<file path="src/rtl/pool2x2_max_if.sv">
// ----------------------------------------------------------------------------
// pool2x2_max_if
// Purpose : groups the load/pool handshake and data bus of the 2x2 max-pooling
//           stage so producer and pooling stage connect through one port.
// Signals :
//   en_reg       producer -> pool  load enable (capture conv_out every clock)
//   en_pooling   producer -> pool  pooling enable
//   conv_out     producer -> pool  16-bit signed input map word, row-major
//   pooling_out  pool -> consumer  16-bit signed pooled word (registered)
//   addr         pool -> consumer  window index of pooling_out (registered)
//   done_pooling pool -> consumer  high once the last window has been output
// Modports: master = side driving the enables/data, slave = pooling stage.
// ----------------------------------------------------------------------------
interface pool2x2_max_if;
    logic        en_reg;
    logic        en_pooling;
    logic [15:0] conv_out;
    logic [15:0] pooling_out;
    logic [15:0] addr;
    logic        done_pooling;

    modport master (
        output en_reg,
        output en_pooling,
        output conv_out,
        input  pooling_out,
        input  addr,
        input  done_pooling
    );

    modport slave (
        input  en_reg,
        input  en_pooling,
        input  conv_out,
        output pooling_out,
        output addr,
        output done_pooling
    );
endinterface

</file>
<file path="src/rtl/pool2x2_max.sv">
// ----------------------------------------------------------------------------
// pool2x2_max
// Purpose : 2x2 stride-2 max-pooling stage. Buffers a (2N)x(2N) map of signed
//           16-bit words streamed in row-major order, then on command emits
//           the N x N pooled map one word per clock with its window index and
//           raises a completion flag after the last window.
// Ports   :
//   clk      system clock, all state changes on the rising edge
//   reset_n  synchronous active-low reset (clears state, buffer and outputs)
//   bus      pool2x2_max_if.slave: en_reg, en_pooling, conv_out in;
//            pooling_out, addr, done_pooling out (all outputs registered)
// ----------------------------------------------------------------------------
module pool2x2_max #(
    parameter int N = 4
) (
    input  logic               clk,
    input  logic               reset_n,
    pool2x2_max_if.slave       bus
);

    localparam int DEPTH = 4 * N * N;              // (2N)^2 buffer entries
    localparam int IW    = $clog2(DEPTH);          // buffer index width
    localparam int WPW   = $clog2(DEPTH + 1);      // write pointer must reach DEPTH
    localparam int KW    = $clog2(N * N + 1);      // window counter width

    typedef enum logic [1:0] {
        ST_IDLE = 2'd0,
        ST_POOL = 2'd1,
        ST_DONE = 2'd2
    } state_t;

    state_t           r_state;
    state_t           w_next_state;
    logic [WPW-1:0]   r_wp;
    logic [KW-1:0]    r_k;
    logic [15:0]      r_buf [DEPTH];
    logic [15:0]      r_pooling_out;
    logic [15:0]      r_addr;
    logic             r_done;

    logic             w_last;
    logic             w_load;
    logic             w_pool_step;
    logic             w_leave_done;
    logic [31:0]      w_row;
    logic [31:0]      w_col;
    logic [31:0]      w_base;
    logic [IW-1:0]    w_i00;
    logic [IW-1:0]    w_i01;
    logic [IW-1:0]    w_i10;
    logic [IW-1:0]    w_i11;
    logic [15:0]      w_win_max;

    // Signed maximum of two 16-bit words; on a tie either operand is correct.
    function automatic logic [15:0] smax16(input logic [15:0] a, input logic [15:0] b);
        return ($signed(a) > $signed(b)) ? a : b;
    endfunction

    assign w_last = (r_k == KW'(N * N - 1));

    // State register.
    always_ff @(posedge clk) begin
        if (!reset_n) begin
            r_state <= ST_IDLE;
        end else begin
            r_state <= w_next_state;
        end
    end

    // Next-state logic: loading has priority over pooling in IDLE.
    always_comb begin
        w_next_state = r_state;
        case (r_state)
            ST_IDLE: begin
                if (bus.en_reg) begin
                    w_next_state = ST_IDLE;
                end else if (bus.en_pooling) begin
                    w_next_state = w_last ? ST_DONE : ST_POOL;
                end else begin
                    w_next_state = ST_IDLE;
                end
            end
            ST_POOL: begin
                if (bus.en_pooling) begin
                    w_next_state = w_last ? ST_DONE : ST_POOL;
                end else begin
                    w_next_state = ST_POOL;
                end
            end
            ST_DONE: begin
                if (!bus.en_pooling) begin
                    w_next_state = ST_IDLE;
                end else begin
                    w_next_state = ST_DONE;
                end
            end
            default: begin
                w_next_state = ST_IDLE;
            end
        endcase
    end

    // Control strobes decoded from the current state and enables.
    always_comb begin
        w_load       = 1'b0;
        w_pool_step  = 1'b0;
        w_leave_done = 1'b0;
        case (r_state)
            ST_IDLE: begin
                // Words past the end of the buffer are dropped; wp saturates.
                w_load      = bus.en_reg && (r_wp < WPW'(DEPTH));
                w_pool_step = !bus.en_reg && bus.en_pooling;
            end
            ST_POOL: begin
                w_pool_step = bus.en_pooling;
            end
            ST_DONE: begin
                w_leave_done = !bus.en_pooling;
            end
            default: begin
                w_load       = 1'b0;
                w_pool_step  = 1'b0;
                w_leave_done = 1'b0;
            end
        endcase
    end

    // Buffer indices of the four words in window k (row r = k/N, col c = k%N).
    always_comb begin
        w_row  = 32'(r_k) / 32'(N);
        w_col  = 32'(r_k) % 32'(N);
        w_base = w_row * 32'(4 * N) + w_col * 32'd2;
        w_i00  = IW'(w_base);
        w_i01  = IW'(w_base + 32'd1);
        w_i10  = IW'(w_base + 32'(2 * N));
        w_i11  = IW'(w_base + 32'(2 * N) + 32'd1);
    end

    assign w_win_max = smax16(smax16(r_buf[w_i00], r_buf[w_i01]),
                              smax16(r_buf[w_i10], r_buf[w_i11]));

    // Datapath: buffer writes, window counter and registered outputs.
    always_ff @(posedge clk) begin
        if (!reset_n) begin
            r_wp          <= '0;
            r_k           <= '0;
            r_pooling_out <= 16'h0000;
            r_addr        <= 16'h0000;
            r_done        <= 1'b0;
            for (int i = 0; i < DEPTH; i++) begin
                r_buf[i] <= 16'h0000;
            end
        end else begin
            if (w_load) begin
                r_buf[r_wp[IW-1:0]] <= bus.conv_out;
                r_wp                <= r_wp + WPW'(1);
            end
            if (w_pool_step) begin
                r_pooling_out <= w_win_max;
                r_addr        <= 16'(r_k);
                r_k           <= r_k + KW'(1);
                if (w_last) begin
                    r_done <= 1'b1;
                end
            end
            // Buffer contents and last outputs survive; only the pointers rewind.
            if (w_leave_done) begin
                r_done <= 1'b0;
                r_wp   <= '0;
                r_k    <= '0;
            end
        end
    end

    assign bus.pooling_out  = r_pooling_out;
    assign bus.addr         = r_addr;
    assign bus.done_pooling = r_done;

endmodule

</file>
<file path="src/flat_wrapper.sv">
// flat-port wrapper written by rule: the top's interface ports become plain ports
module pool2x2_max_flat 
#(
    parameter int N = 4
)
  (clk, reset_n, bus_en_reg, bus_en_pooling, bus_conv_out, bus_pooling_out, bus_addr, bus_done_pooling);
  pool2x2_max_if bus_i ();
  input  logic clk;
  input  logic reset_n;
  input wire logic [$bits(bus_i.en_reg)-1:0] bus_en_reg;
  input wire logic [$bits(bus_i.en_pooling)-1:0] bus_en_pooling;
  input wire logic [$bits(bus_i.conv_out)-1:0] bus_conv_out;
  output wire logic [$bits(bus_i.pooling_out)-1:0] bus_pooling_out;
  output wire logic [$bits(bus_i.addr)-1:0] bus_addr;
  output wire logic [$bits(bus_i.done_pooling)-1:0] bus_done_pooling;
  assign bus_i.en_reg = bus_en_reg;
  assign bus_i.en_pooling = bus_en_pooling;
  assign bus_i.conv_out = bus_conv_out;
  assign bus_pooling_out = bus_i.pooling_out;
  assign bus_addr = bus_i.addr;
  assign bus_done_pooling = bus_i.done_pooling;
  pool2x2_max #(.N(N)) u_core (.clk(clk), .reset_n(reset_n), .bus(bus_i));
endmodule
</file>
<file path="config.mk">
export PLATFORM = sky130hd
export DESIGN_NAME = pool2x2_max_flat
export DESIGN_NICKNAME = d
export VERILOG_FILES = /design/src/rtl/pool2x2_max_if.sv /design/src/rtl/pool2x2_max.sv /design/src/flat_wrapper.sv
export SDC_FILE = /design/constraint.sdc
export NUM_CORES = 2
export LEC_CHECK = 0
export CORE_MARGIN = 2
export CORE_UTILIZATION = 50
export CTS_BUF_LIST = sky130_fd_sc_hd__clkbuf_8
export DETAILED_ROUTE_END_ITERATION = 12
export PLACE_DENSITY = 0.66
export SLEW_MARGIN = 20
export SYNTH_ARGS = -nofsm -noshare
export SYNTH_HDL_FRONTEND = slang
export SYNTH_SLANG_ARGS = --single-unit
export TNS_END_PERCENT = 5
</file>
<file path="constraint.sdc">
create_clock -name clk -period 13.65 [get_ports clk]
set_input_delay 2.73 -clock clk [delete_from_list [all_inputs] [get_ports clk]]
set_output_delay 2.73 -clock clk [all_outputs]
set_load 0.005 [all_outputs]
</file>
# Word-level counts from Yosys, hierarchy flattened
# Memory sizes are Yosys's and may differ from the RTL's.
# Index checks and enable logic that the tools add are counted.
[op_classes]
bitwise = 1
n_reduce_logical = 8
addsub = 6
shifts = 0
multipliers = 0
eq_ne = 3
muxes = 19
n_lt_le_gt_ge = 4
div = 0
[op_table]
columns = ["operator", "count"]
rows = [
  ["$mux W16", 4],
  ["$gt A16 B16 Y1", 3],
  ["$reduce_or A16 Y1", 1],
  ["$add A6 B1 Y6 const B", 2],
  ["$mux W2", 5],
  ["$add A7 B1 Y7 const B", 1],
  ["$lt A7 B7 Y1 const B", 1],
  ["$mux W1", 7],
  ["$add A6 B3 Y6", 1],
  ["$add A6 B4 Y6 const B", 1],
  ["$mux W6", 1],
  ["$pmux W2 S3", 1],
  ["$add A5 B1 Y5 const B", 1],
  ["$eq A5 B4 Y1 const B", 1],
  ["$eq A2 B1 Y1 const B", 1],
  ["$eq A2 B2 Y1 const B", 1],
  ["$logic_and A1 B1 Y1", 2],
  ["$logic_not A1 Y1", 2],
  ["$logic_not A2 Y1", 1],
  ["$pmux W1 S2", 1],
  ["$reduce_and A2 Y1", 1],
  ["$reduce_or A2 Y1", 1],
  ["$not A1 Y1", 1],
]
[totals]
n_memories = 1
in_bits = 20
regBits = 36
output_inout_bits = 33
mem_bits_rw = 1024
rom_bits = 0
latch_bits = 0
[mem_list]
columns = ["memory", "depth", "word_bits", "rd", "rd_clocked_by_memory_dff", "write_ports", "line_no", "source"]
rows = [
  ["u_core.r_buf", 64, 16, 4, 0, 64, "pool2x2_max.sv:36", "logic [15:0] r_buf [DEPTH];"],
]

# Depth between registers and ports, before layout
[logic_depth]
depth_word = 8
mapped_depth = 26
mapped_depth_nobuf = 20

# Least setup slack after synthesis
# No wires, ideal clock.
[synth_path]
path_kind = "flip-flop to flip-flop"
from = "register u_core.r_k[1]"
to = "register u_core.r_pooling_out[10] (netlist: u_core.bus.pooling_out[10])"
period_less_slack_ps = 6066
n_path_buf = 6
arrival_ps = 5944
stages_incl_launch_ff = 23
setup_ps = 122
slack_ps = 7584
cell_sequence = "dfxtp_1 > clkbuf_1 > clkbuf_1 > buf_1 > mux4_2 > mux4_2 > ha_1 > nand4_1 > o21ai_0 > a21oi_1 > o41ai_1 > mux2i_1 > buf_2 > mux2_2 > ha_1 > nand4_1 > or2_2 > a211oi_1 > o31ai_1 > and3_1 > buf_1 > clkbuf_1 > a221o_1"
[synth_via]
elab_chain_len = 8
[synth_rtl]
columns = ["element", "line_no", "source"]
rows = [
  ["start: declaration", "pool2x2_max.sv:35", "logic [KW-1:0] r_k;"],
  ["start signal: assignment", "pool2x2_max.sv:161", "r_k <= r_k + KW'(1);"],
  ["$add A6 B3 Y6 *", "pool2x2_max.sv:132", "w_base = w_row * 32'(4 * N) + w_col * 32'd2;"],
  ["$add A6 B4 Y6", "pool2x2_max.sv:135, pool2x2_max.sv:136", ""],
  ["$add A6 B1 Y6", "pool2x2_max.sv:136", "w_i11 = IW'(w_base + 32'(2 * N) + 32'd1);"],
  ["$mem_v2 Z64 W16 *", "--", ""],
  ["$gt A16 B16 Y1", "pool2x2_max.sv:56", "return ($signed(a) > $signed(b)) ? a : b;"],
  ["$mux W16", "pool2x2_max.sv:56", ""],
  ["$gt A16 B16 Y1", "pool2x2_max.sv:56", ""],
  ["$mux W16 *", "pool2x2_max.sv:56", ""],
  ["end signal: assignment", "pool2x2_max.sv:159", "r_pooling_out <= w_win_max;"],
  ["end: declaration", "pool2x2_max.sv:37", "logic [15:0] r_pooling_out;"],
]
# Mark *: on every way between the ends. The rest lies on a longest branch, timed or not.
# A chain may end at the register's enable or synchronous reset.

# Worst setup path after layout
[layout_path]
from = "register u_core.r_k[0]"
to = "register u_core.r_pooling_out[4] (netlist: u_core.bus.pooling_out[4])"
# Same word-level chain as after synthesis.

==> parameters.txt <==
Parameter                              Value

Synth
  Yosys Warn Count    0
  Avg Inst Size Synth    between 15 and 20 sq um
  EDFF count, synth    1024
  Count of cell types in the netlist    47
  Share of the synthesized area in the top cell type    62.3%
  Sequential element share of the synthesized area    63.8%
  Synth Instances    3176
  Leading area contributor after synthesis    sky130_fd_sc_hd__edfxtp_1
  Post-synthesis instance area    0.0493 sq mm
  Cells taking the most area after synthesis    sky130_fd_sc_hd__edfxtp_1, sky130_fd_sc_hd__mux4_2, sky130_fd_sc_hd__and2_1
  Async set-reset flop share out of synthesis    0%
  Count of state elements after synthesis    1060
  Dominant register cell in the synthesized netlist    sky130_fd_sc_hd__edfxtp_1

Route
  DRC    0
  TritonRoute pass-1 iters    6
  Number of DRC markers in iteration 0    a little over 3k
  Total number of vias    26.9k
  Via-to-Cell Ratio    5.84
  Residual antenna-violating net count after detailed routing    0
  WL final    126000 um
  Routed len/inst    27.3 um

Critical path
  Worst stage delay on the critical path    0.90 ns
  Cell with the largest stage delay on the worst path    sky130_fd_sc_hd__buf_4
  Worst setup path start    u_core.r_k[0]
  Cell family with most CP delay    multiplexers
  Maximum fanout count along the critical path    51
  List of cells traversed by the critical path    buf_4 -> buf_4 -> mux4_2 -> mux4_2 -> inv_1 -> ha_1 -> nand4_1 -> o21ai_0 -> a21oi_1 -> o41ai_1 -> mux2i_1 -> buf_4 -> mux2_2 -> ha_1 -> a21o_1 -> a21o_1 -> a21oi_1 -> o2111ai_1 -> o31ai_1 -> and3_1 -> a221o_1
  Critical path buffer and inverter count    4
  Critical Path Start Type    register
  Crit Reg-Reg Startpoint    u_core.r_k[0]
  Arrival time at the worst endpoint    9.08 ns
  Required time of the critical path    14.41 ns
  Cell repeated most along the worst path    sky130_fd_sc_hd__buf_4
  Crit Path Category    register to register
  Critical Path Sink Type    register

Timing
  Maximum clock skew at final layout    0.0293 ns
  Count of endpoints failing hold in the final timing report    0
  Worst slew pin tran    approximately 1.1 ns
  Maximum frequency from static timing analysis    120 MHz
  Worst hold-check slack    0.460 ns
  Relative slew slack    between 20% and 30%
  Max-slew violations    0
  Final setup vio count    0
  Setup TNS    0 ns
  Final worst path period share    60.9%
  Final critical delay including setup and external delays    8.31 ns
  RSZ-0062 raised after global routing    false

Finish
  Total non-filler cell area in the finished layout    0.0541 sq mm
  Layout cell share with drive strength beyond 1    around 22%
  Area taken by multi-input logic gates    0.0165 sq mm
  Most common cell after layout, fill and taps aside    sky130_fd_sc_hd__and2_1
  Most frequent cells in the layout    sky130_fd_sc_hd__and2_1, sky130_fd_sc_hd__edfxtp_1, sky130_fd_sc_hd__mux4_2
  Layout area overhead    9.57%
  FF/Latch Area    0.0315 sq mm
  Nets    ~3.3k
  Fill cell count    7666

Clocking
  Insertion delay of the later-clocked pin in the worst-skew pair    0.83 ns
  # hold bufs at CTS    0
  Number of buffers between clock root and the deepest sink    3
  Library cell used as clock root buffer    sky130_fd_sc_hd__clkbuf_8
  Clock tree from TritonCTS    built
  Count of cells resized by post-cts repair    0
  H-tree levels    4
  Post-CTS Setup Inserts    0
  Number of clock buffers inserted by TritonCTS    ~170
  Clock input transition at the sequential cells of the worst setup and hold paths    0.06 ns
  Number of sinks handled by clock tree synthesis    1060

Power
  Leakage power    0.0194 uW
  Maximum vdd ir drop    73.1 uV
  Power per unit of standard cell area    ~130 mW/mm^2

Run
  Max-Cap Viols    0

Placed design
  Port Buffers    between 40 and 50
  Placed cell area    0.0509 sq mm
  Placed wire-length estimate after detailed placement    77200 um
  Routability cong.    0.853

Floorplan
  Die span in x    ~320 um
  Core box area    0.0981 sq mm
  Starting utilization of the core area    50.3%
  Num rows    roughly 120
  Floorplan die height    between 300 and 400 um
  Die Outline Area    0.101 sq mm
  Number of top-level pins    53

Min path
  Type of the most critical hold path    register to register
  Startpoint of the tightest hold check path    u_core.bus.addr[3]

Global route
  Number of antenna violations at the first check in global routing    9
  Vias in the first global route    ~28k
  Largest net degree at the start of global routing    ~140
  Wire length of the first global-routing pass    186000 um
  Grt ovf    0
  Overall global routing resource usage    25.2%

Run status
  Result of the run    completed
==> cells in the mapped netlist (2+ instances only) <==
cell type,instances
sky130_fd_sc_hd__buf_4,12
sky130_fd_sc_hd__nand3b_1,3
sky130_fd_sc_hd__a21oi_1,24
sky130_fd_sc_hd__xor2_1,5
sky130_fd_sc_hd__nor3_1,3
sky130_fd_sc_hd__dfxtp_1,36
sky130_fd_sc_hd__edfxtp_1,1024
sky130_fd_sc_hd__a2111oi_0,2
sky130_fd_sc_hd__buf_2,26
sky130_fd_sc_hd__a21o_1,8
sky130_fd_sc_hd__clkbuf_1,236
sky130_fd_sc_hd__and2_1,1025
sky130_fd_sc_hd__o21a_1,2
sky130_fd_sc_hd__nor2_1,79
sky130_fd_sc_hd__mux2_2,32
sky130_fd_sc_hd__mux2i_1,3
sky130_fd_sc_hd__inv_1,54
sky130_fd_sc_hd__nor2b_1,5
sky130_fd_sc_hd__xnor2_1,2
sky130_fd_sc_hd__buf_1,25
sky130_fd_sc_hd__or3b_2,3
sky130_fd_sc_hd__a221o_1,16
sky130_fd_sc_hd__or3_1,3
sky130_fd_sc_hd__nand4_1,13
sky130_fd_sc_hd__ha_1,51
sky130_fd_sc_hd__o41ai_1,2
sky130_fd_sc_hd__nand2b_1,4
sky130_fd_sc_hd__a211oi_1,4
sky130_fd_sc_hd__nand2_1,29
sky130_fd_sc_hd__mux4_2,319
sky130_fd_sc_hd__buf_6,5
sky130_fd_sc_hd__and3_1,20
sky130_fd_sc_hd__nand3_1,11
sky130_fd_sc_hd__o21ai_0,70
sky130_fd_sc_hd__or2_2,8
==> cell families after synthesis <==
logic type	after synthesis	synth area share (%)
multiplexers	355	15.4
AND/OR/NAND/NOR	1209	14.8
other	1	0.00760
adder cells (fa/ha/maj)	51	1.29
AO/OA/AOI/OAI	134	1.65
XOR/XNOR	7	0.124
buffers and inverters	359	2.96
flip-flops	1060	63.8
==> flip-flops by register name, indices dropped and copies added (netlist names) <==
signal / flops
u_core.bus.pooling_out: 16
u_core.bus.addr: 5
u_core.bus.done_pooling: 1
u_core.r_state: 2
u_core.r_wp: 7
u_core.r_buf: 1024
u_core.r_k: 5
==> area by class of cell <==
cell class	count	share of cell area, %
diodes	3	0.0139
clock buffers	174	4.43
clock inverters	125	1.30
inverters	55	0.382
multi-input cells	1767	30.6
flip-flops and latches	1060	58.2
well taps	1287	2.98
repair buffers	141	2.07
==> through the flow <==
step                      utilization (%)  cells  power (uW)  worst slack [ns]
after floorplan                         -   3186        4270              7.58
after global placement               51.8   4309        4540              5.44
after detailed placement             51.8   4309        4560              5.39
after CTS                            55.0   4608        7070              5.35
after global routing                 55.1   4611        7270              4.62
final                                55.1   4612        7030              5.34
==> power breakdown <==
group          internal (uW)  leakage, uW  switching, uW  total (uW)
Combinational            314      0.00683            435         750
Sequential              3680       0.0109           58.5        3730
Clock                   1300      0.00174           1250        2540
Total                   5290       0.0194           1740        7030
==> worst min-delay path, cell delays in order, from the launching register on <==
cell and delay [ns]:
sky130_fd_sc_hd__dfxtp_1 0.31, sky130_fd_sc_hd__nand2_1 0.05, sky130_fd_sc_hd__a21oi_1 0.05
==> metal layers <==
metal / part of all wire (%) / global-route usage, % / vias up
met5: 0 / 0 / -
met4: 2.3 / 7.74 / 0
met3: 6.3 / 3.68 / 172
met2: 51 / 42.0 / 1013
met1: 41 / 34.8 / 14041
li1: - / - / 11718
==> path summary, 6_finish.rpt <==
| check | endpoint | slack (ns) | cells past startpoint |
|---|---|---|---|
| max | u_core.bus.pooling_out[4] | 5.34 | 21 |
| min | u_core.bus.addr[3] | 0.46 | 2 |
| max reg2reg | u_core.bus.pooling_out[4] | 5.34 | 21 |
| min reg2reg | u_core.bus.addr[3] | 0.46 | 2 |
Note: power is estimated with default switching activity, not from simulation.
